===== src/rtl/reminder_time_setter.sv =====
// reminder_time_setter: edit FSM that sets and commits a reminder time (hour, then minute).
// Ports:
//   Clk, Rst            clock and synchronous active-low reset
//   Enter/Up/Down_pulse one-cycle button events
//   Work_hour/Work_min  value being edited
//   Edit_hour/Edit_min  current edit field
//   Alarm_hour/Alarm_min/Alarm_valid  committed reminder time
//   Commit_pulse        one-cycle strobe on commit
module reminder_time_setter #(
    parameter int TIMEOUT_CYCLES = 1000,
    parameter int CNT_W          = 16
) (
    input  logic       Clk,
    input  logic       Rst,
    input  logic       Enter_pulse,
    input  logic       Up_pulse,
    input  logic       Down_pulse,
    output logic [4:0] Work_hour,
    output logic [5:0] Work_min,
    output logic       Edit_hour,
    output logic       Edit_min,
    output logic [4:0] Alarm_hour,
    output logic [5:0] Alarm_min,
    output logic       Alarm_valid,
    output logic       Commit_pulse
);
    typedef enum logic [1:0] {S_Idle, S_SetHour, S_SetMin} state_t;

    localparam logic [CNT_W-1:0] TERM = CNT_W'(TIMEOUT_CYCLES - 1);

    state_t           state_q, state_d;
    logic [CNT_W-1:0] cnt_q, cnt_d;
    logic [4:0]       work_hour_q, work_hour_d, alarm_hour_q, alarm_hour_d;
    logic [5:0]       work_min_q, work_min_d, alarm_min_q, alarm_min_d;
    logic             alarm_valid_q, alarm_valid_d, commit_q, commit_d;
    logic             ev, up, dn, expired;

    // Enter masks Up/Down; Up+Down together changes nothing but still counts as activity
    assign ev      = Enter_pulse | Up_pulse | Down_pulse;
    assign up      = Up_pulse & ~Down_pulse & ~Enter_pulse;
    assign dn      = Down_pulse & ~Up_pulse & ~Enter_pulse;
    assign expired = ~ev && (cnt_q == TERM);

    always_comb begin
        state_d       = state_q;
        cnt_d         = '0;
        work_hour_d   = work_hour_q;
        work_min_d    = work_min_q;
        alarm_hour_d  = alarm_hour_q;
        alarm_min_d   = alarm_min_q;
        alarm_valid_d = alarm_valid_q;
        commit_d      = 1'b0;
        case (state_q)
            S_Idle: if (Enter_pulse) begin
                state_d     = S_SetHour;
                work_hour_d = alarm_hour_q;
                work_min_d  = alarm_min_q;
            end
            S_SetHour: begin
                cnt_d       = ev ? '0 : cnt_q + 1'b1;
                work_hour_d = up ? (work_hour_q == 5'd23 ? 5'd0 : work_hour_q + 5'd1) :
                              dn ? (work_hour_q == 5'd0 ? 5'd23 : work_hour_q - 5'd1) : work_hour_q;
                state_d     = Enter_pulse ? S_SetMin : expired ? S_Idle : S_SetHour;
            end
            S_SetMin: begin
                cnt_d      = ev ? '0 : cnt_q + 1'b1;
                work_min_d = up ? (work_min_q == 6'd59 ? 6'd0 : work_min_q + 6'd1) :
                             dn ? (work_min_q == 6'd0 ? 6'd59 : work_min_q - 6'd1) : work_min_q;
                state_d    = (Enter_pulse || expired) ? S_Idle : S_SetMin;
                if (Enter_pulse) begin
                    alarm_hour_d  = work_hour_q;
                    alarm_min_d   = work_min_q;
                    alarm_valid_d = 1'b1;
                    commit_d      = 1'b1;
                end
            end
            default: state_d = S_Idle;
        endcase
        // leaving an edit state always leaves the counter at zero
        if (state_d == S_Idle) cnt_d = '0;
    end

    always_ff @(posedge Clk) begin
        if (!Rst) begin
            state_q       <= S_Idle;
            cnt_q         <= '0;
            work_hour_q   <= '0;
            work_min_q    <= '0;
            alarm_hour_q  <= '0;
            alarm_min_q   <= '0;
            alarm_valid_q <= 1'b0;
            commit_q      <= 1'b0;
        end else begin
            state_q       <= state_d;
            cnt_q         <= cnt_d;
            work_hour_q   <= work_hour_d;
            work_min_q    <= work_min_d;
            alarm_hour_q  <= alarm_hour_d;
            alarm_min_q   <= alarm_min_d;
            alarm_valid_q <= alarm_valid_d;
            commit_q      <= commit_d;
        end
    end

    assign Work_hour    = work_hour_q;
    assign Work_min     = work_min_q;
    assign Edit_hour    = (state_q == S_SetHour);
    assign Edit_min     = (state_q == S_SetMin);
    assign Alarm_hour   = alarm_hour_q;
    assign Alarm_min    = alarm_min_q;
    assign Alarm_valid  = alarm_valid_q;
    assign Commit_pulse = commit_q;
endmodule


===== config.mk =====
export PLATFORM = sky130hd
export DESIGN_NAME = reminder_time_setter
export DESIGN_NICKNAME = d
export VERILOG_FILES = /design/src/rtl/reminder_time_setter.sv
export SDC_FILE = /design/constraint.sdc
export NUM_CORES = 1
export LEC_CHECK = 0
export CAP_MARGIN = 20
export CELL_PAD_IN_SITES_DETAIL_PLACEMENT = 0
export CELL_PAD_IN_SITES_GLOBAL_PLACEMENT = 1
export CORE_MARGIN = 2
export CORE_UTILIZATION = 30
export CTS_CLUSTER_DIAMETER = 30
export DETAILED_ROUTE_END_ITERATION = 10
export GPL_TIMING_DRIVEN = 0
export PLACE_DENSITY = 0.61
export SLEW_MARGIN = 20
export SYNTH_ARGS = -nofsm -noshare
export SYNTH_HDL_FRONTEND = slang
export SYNTH_SLANG_ARGS = --single-unit

===== constraint.sdc =====
create_clock -name Clk -period 5.25 [get_ports Clk]
set_clock_uncertainty 0.2 [all_clocks]
set_input_delay 1.3125 -clock Clk [delete_from_list [all_inputs] [get_ports Clk]]
set_output_delay 1.3125 -clock Clk [all_outputs]
set_load 0.01 [all_outputs]

==> run metrics, run 1 <==
Post-CTS Setup Bufs 0; final setup TNS 0 ns; Detail Route Antenna Nets 0; Die X 94.30 um; drt pass-1 iters 4; terminus of the critical flop-to-flop path cnt_q[14]$_SDFF_PP0_; critical path's slowest cell clkdlybuf4s50_1; clock root buffer master clkbuf_8; CP endpoint kind flip-flop; post-synthesis sequential area ratio roughly 34%; largest net degree at the start of global routing 14; initial antenna violation count 0; Avg Inst Size Synth approximately 8.6 um^2; Critical Path Fanout Max 10; htree depth 2; DR WL met3 114 um; setup slack, reg-to-reg 2.87 ns; Worst R2R Start cnt_q[0]$_SDFF_PP0_; Syn-to-layout area delta 21.53%; crit share post-route between 60% and 70%; NumNets Final 334; GRT Overall Usage 15.05%; post_cts resized 0; clock-pin slew on the worst setup and hold paths 0.08 ns; core area 0.007807 mm^2; final WL 6.127 mm; Warnings, synthesis 0; highest routed layer met4; final std cells w/o fill 422; critical path class in -> reg; met2 WL 2.649 mm; Async S/R FF share, synth 0%; RSZ-0062 raised after global routing no; Max Fclk 0.3034 GHz; grt ovf 0; Placed Cells between 400 and 500; CTS Buf Count 5; WL met1 3.287 mm; Critical Path Max Stage Delay 0.51 ns; max_cap viols 0; HPWL Detailed 4.427 mm; Peak VDD IR 0.0001059 V; Num Clock Sinks 42; fillers 841; most frequent CP cell buf_2; PD cells 260.8 mW/mm^2; run status finished clean; Initial DRC Count 65; Cell Chain, Critical Path clkdlybuf4s50_1, buf_2, nor3b_2, buf_2, nor2_1, a221oi_1, o22ai_1, and2_1; IO Port Bufs 29; Required @ worst endpoint 5.25 ns; syn nets about 300; slew margin rel. 58.38%; Synth Flop Type dfxtp_1; vias in the first global route 2176; WHS Path Cells 1; Slew Limit Fails 0; die footprint 0.008892 mm^2; DR WL/cell 14.52 um; min cycle time layout 3.297 ns; Worst R2R Path Depth 7; Syn Std Cell Area about 0.0024 mm^2; Clock Latency Late Sink roughly 0.30 ns; crit path DAT 3.30 ns; # setup viols final 0; vias per inst 4.983; # rows 32; Hold Path Origin Alarm_valid$_SDFFE_PN0P_; final hold viol count 0; Post-Synthesis Cells between 200 and 300; Hold EP Alarm_valid$_SDFFE_PN0P_; post-synthesis cell type count 52; register bit total from synthesis 42; Final GP Congestion 0.7411; CTS tree yes; DR DRC count 0; Initial Util between 30% and 40%; Post-synth EDFFs 0; Pleak ~0.0010 uW; slew at the pin closest to its max-slew limit approximately 0.62 ns; ratio of cells with drive above 1 in the final layout under 10%; Clock Path Buffers 2; CTS Hold Bufs 0; type of the tightest min-delay check reg -> reg; I/O pins 31; CP startpoint kind input port; first-pass GRT wire length 10.56 mm; Die Y 94.30 um; Inserted Diodes 0; via count 2103
-- metal layers --
layer / global-route usage [%] / vias to the layer above
li1: - / 1085
met1: 21.29 / 988
met2: 23.33 / 25
met3: 2.488 / 5
met4: 4.589 / 0
met5: 0 / -
-- Yosys cell counts, drive strengths merged, types with 3 or more instances --
library cell  count  area, um^2
dfxtp            42       840.8
nand2            35       131.4
nor3             25       156.4
nand3            20       100.1
a21boi           14       105.1
o21ai            13       68.82
clkbuf           11       41.29
xnor2            11       96.34
ha               10       125.1
inv              10       37.54
xor2             10       87.58
nor2              9       33.78
and3              6       38.79
buf               6       36.28
a21oi             5       25.02
o21a              5       37.54
mux2i             4       40.04
nand4             4       25.02
o211ai            4       30.03
nor2b             3       18.77
o2111ai           3       26.28
o211a             3       30.03
o22ai             3       18.77
or3b              3       26.28
-- power by group --
| part | switching (uW) | total [uW] | internal, uW | leakage [uW] |
|---|---|---|---|---|
| clock | 120 | 260 | 140 | 0.0000579 |
| sequential | 15.6 | 344 | 329 | 0.000340 |
| combinational | 96.3 | 172 | 75.4 | 0.000613 |
-- through the flow --
step	total power, uW	setup WS, ns	hold WS (ns)	cell area, um^2	utilization [%]
final	775.5	1.953	0.2731	2973	38.08
after global routing	825.1	1.820	0.3054	2973	38.08
after CTS	790.6	1.919	0.2746	2973	38.08
after detailed placement	523.9	1.672	0.2535	2864	36.68
after global placement	524.4	1.646	0.2496	2864	36.68
after floorplan	467.5	2.478	0.2743	2446	-
-- flip-flops by register name (all words and copies together), names as in the netlist --
register / cells
Alarm_min: 6
Commit_pulse: 1
state_q: 2
Work_min: 6
Alarm_valid: 1
cnt_q: 16
Work_hour: 5
Alarm_hour: 5
-- critical path: cells and delay by family --
family | cells | cell delay [ns]
simple gates | 3 | 0.47
compound gates | 2 | 0.48
buf+inv | 3 | 1.03
-- placed cells by master (no fill, tap or decap), drive strengths merged, types with 4 or more instances in the layout --
master,synthesis,routed
clkbuf,11,16
o211ai,4,4
buf,6,6
inv,10,10
nand3,20,20
o21a,5,5
o21ai,13,13
nand4,4,4
and3,6,6
nor2,9,9
xnor2,11,11
mux2i,4,4
dfxtp,42,42
xor2,10,10
a21oi,5,5
a21boi,14,14
clkdlybuf4s50,0,29
nor3,25,25
nand2,35,35
ha,10,10
-- layout make-up --
type | count | area (um^2) | share of cell area, %
buffer | 17 | 77.57 | 2.609
sequential | 42 | 840.8 | 28.28
clock buffer | 5 | 68.82 | 2.315
multi-input combinational | 214 | 1490 | 50.13
tap | 102 | 127.6 | 4.293
clock inverter | 3 | 40.04 | 1.347
inverter | 10 | 37.54 | 1.263
timing repair buffer | 29 | 290.3 | 9.764
-- how the worst max path moves through the flow --
stage / from / end / slack, ns
global route: Enter_pulse / Work_min[3]$_SDFFE_PN0P_ / 1.82
detailed placement: Enter_pulse / Work_hour[3]$_SDFFE_PN0P_ / 1.67
floorplan: Enter_pulse / Work_min[2]$_SDFFE_PN0P_ / 2.48
CTS: Enter_pulse / Work_hour[3]$_SDFFE_PN0P_ / 1.92
global placement: Enter_pulse / Work_hour[3]$_SDFFE_PN0P_ / 1.65
finish: Enter_pulse / Work_hour[3]$_SDFFE_PN0P_ / 1.95
-- logic make-up (layout without fill, tap and decap cells) --
| kind of cell | Yosys count | in the layout | share of synthesized area, % |
|---|---|---|---|
| simple gates | 117 | 117 | 26.80 |
| compound gates | 61 | 61 | 19.39 |
| flops | 42 | 42 | 34.37 |
| buf+inv | 27 | 64 | 4.706 |
| xor+xnor | 21 | 21 | 7.519 |
| fa+ha+maj | 10 | 10 | 5.115 |
| mux | 5 | 5 | 2.097 |
Note: power is estimated with default switching activity, not from simulation.
==> run 2: changes to the inputs <==
--- a/config.mk
+++ b/config.mk
@@ -13,7 +13,7 @@
 export CTS_CLUSTER_DIAMETER = 30
 export DETAILED_ROUTE_END_ITERATION = 10
 export GPL_TIMING_DRIVEN = 0
-export PLACE_DENSITY = 0.61
+export PLACE_DENSITY = 0.64
 export SLEW_MARGIN = 20
 export SYNTH_ARGS = -nofsm -noshare
 export SYNTH_HDL_FRONTEND = slang
==> constraint.sdc (replaced) <==
create_clock -name Clk -period 3 [get_ports Clk]
set_clock_uncertainty 0.2 [all_clocks]
set_input_delay 0.75 -clock Clk [delete_from_list [all_inputs] [get_ports Clk]]
set_output_delay 0.75 -clock Clk [all_outputs]
set_load 0.01 [all_outputs]
==> run 2 against run 1 <==
  * Global-route usage down 1.2 points
  * Hold slack worse by 0.0031 ns
  * Clock power up 38%
  * Register-to-register slack worse by 2.2 ns
  * Cell count down 0.47%
  * Power up 63%
  * Critical path depth unchanged
  * First-iteration DRC count up 12%
  * Design area down 0.88%
  * Sequential power up 75%
  * Critical path type unchanged
  * Largest power group unchanged
==> run metrics, run 2 (same netlist as run 1, synthesis figures left out) <==
run status finished clean (unchanged); fin util 37.74% (was 38.08%); ratio of cells with drive above 1 in the final layout 8.176% (was 8.750%); grt ovf 0 (unchanged); Placed Cells 414 (unchanged); Inserted Diodes 0 (unchanged); via count 2112 (was 2103); Syn-to-layout area delta 20.46% (was 21.53%); Max Fclk 0.3654 GHz; Die Y 94.30 um (unchanged); final std cells w/o fill 420 (was 422); Required @ worst endpoint 2.99 ns (was 5.25 ns); clock-pin slew on the worst setup and hold paths 0.08 ns (about the same); drt pass-1 iters 4 (unchanged); critical path class in -> reg (unchanged); IO Port Bufs 29 (unchanged); CTS tree yes (unchanged); Final GP Congestion 0.7778 (was 0.7411); fillers 840 (was 841); largest register by flop count cnt_q (unchanged); type of the tightest min-delay check reg -> reg (unchanged); initial antenna violation count 0 (unchanged); clock root buffer master clkbuf_8 (unchanged); slew at the pin closest to its max-slew limit 0.5675 ns (was 0.6243 ns); CTS Hold Bufs 0 (unchanged); CP endpoint kind flip-flop (unchanged); first-pass GRT wire length 9.867 mm (was 10.56 mm); Critical Path Fanout Max 10 (unchanged); Hold EP Alarm_valid$_SDFFE_PN0P_ (unchanged); Pleak 0.0009963 uW (was 0.001011 uW); Worst R2R Start cnt_q[0]$_SDFF_PP0_ (unchanged); Num Clock Sinks 42 (unchanged); Die X 94.30 um (unchanged); max reg flops 16 (unchanged); setup slack, reg-to-reg 0.66 ns (was 2.87 ns); Hold Path Origin Alarm_valid$_SDFFE_PN0P_ (unchanged); largest net degree at the start of global routing 12 (was 14); WHS Path Cells 1 (unchanged); die footprint 0.008892 mm^2 (unchanged); min cycle time layout 2.736 ns; vias in the first global route 1984 (was 2176); CP startpoint kind input port (unchanged); Initial Util 31.33% (unchanged); I/O pins 31 (unchanged); Clock Latency Late Sink 0.29 ns (was 0.30 ns); DR DRC count 0 (unchanged); RSZ-0062 raised after global routing no (unchanged); vias per inst 5.029 (was 4.983); # setup viols final 0 (unchanged); # rows 32 (unchanged); final hold viol count 0 (unchanged); htree depth 2 (unchanged); HPWL Detailed 4.301 mm (was 4.427 mm); max_cap viols 0 (unchanged); most common cell after layout, fill and taps aside dfxtp_1 (unchanged); DR WL/cell 14.00 um (was 14.52 um); post_cts resized 0 (unchanged); final WL 5.878 mm (was 6.127 mm); Detail Route Antenna Nets 0 (unchanged); Clock Path Buffers 2 (unchanged); core area 0.007807 mm^2 (unchanged); PD cells 427.8 mW/mm^2 (was 260.8 mW/mm^2); slew margin rel. 62.17% (was 58.38%); Post-CTS Setup Bufs 0 (unchanged); GRT Overall Usage 13.82% (was 15.05%); Peak VDD IR 0.0001924 V (was 0.0001059 V); CTS Buf Count 5 (unchanged); Worst R2R Path Depth 7 (unchanged); Post-Place Setup Slack -0.04971 ns (was 1.672 ns); most frequent cells in the layout dfxtp_1, nand2_1, clkdlybuf4s50_1, nor3_1, nand3_1 (unchanged); Initial DRC Count 73 (was 65); NumNets Final 334 (unchanged); crit share post-route 91.21%; Slew Limit Fails 0 (unchanged); terminus of the critical flop-to-flop path cnt_q[14]$_SDFF_PP0_ (unchanged); slack of the critical path 0.2636 ns (was 1.953 ns); crit path DAT 2.72 ns (was 3.30 ns)
==> run 2: worst max-delay path by stage <==
stage                            from                        end  depth (start not counted)
final                     Enter_pulse  Work_hour[3]$_SDFFE_PN0P_                          8
after global placement    Enter_pulse  Work_hour[3]$_SDFFE_PN0P_                          8
after CTS                 Enter_pulse  Work_hour[3]$_SDFFE_PN0P_                          8
after floorplan           Enter_pulse   Work_min[2]$_SDFFE_PN0P_                          5
after global routing      Enter_pulse  Work_hour[3]$_SDFFE_PN0P_                          8
after detailed placement  Enter_pulse  Work_hour[3]$_SDFFE_PN0P_                          8
==> run 2: layer usage <==
layer  GRT usage [%]  vias up  routed length [um]
li1                -     1080                   -
met1           20.46      992                3109
met2           20.54       36                2501
met3           2.408        4                 209
met4           3.623        0                  57
met5               0        -                   0
==> run 2: layout make-up <==
cell class | instances | area (um^2) | share of cell area, %
well taps | 102 | 127.6 | 4.331
multi-input cells | 214 | 1490 | 50.57
repair buffers | 29 | 290.3 | 9.851
clock buffers | 6 | 82.58 | 2.803
flip-flops and latches | 42 | 840.8 | 28.53
plain buffers | 17 | 77.57 | 2.633
inverters | 10 | 37.54 | 1.274
==> run 2: report_power, final <==
part           internal [uW]  switching (uW)
clock network            178             181
registers                575            27.1
logic                    132             167
==> run 2: per-stage QoR <==
| step | area [um^2] | hold slack, ns | TNS [ns] | power, uW |
|---|---|---|---|---|
| floorplan | 2446 | 0.2743 | 0 | 818.1 |
| global placement | 2864 | 0.2498 | -0.08234 | 915.8 |
| detailed placement | 2864 | 0.2574 | -0.05425 | 913.8 |
| CTS | 2947 | 0.2765 | 0 | 1282 |
| global route | 2947 | 0.2892 | 0 | 1334 |
| finish | 2947 | 0.2701 | 0 | 1260 |
==> run 2: worst max-delay path, stage by stage <==
cell             delay, ns
clkdlybuf4s50_1       0.53
buf_2                 0.25
nor3b_2               0.20
buf_2                 0.29
nor2_1                0.09
a221oi_1              0.32
o22ai_1               0.13
and2_1                0.16
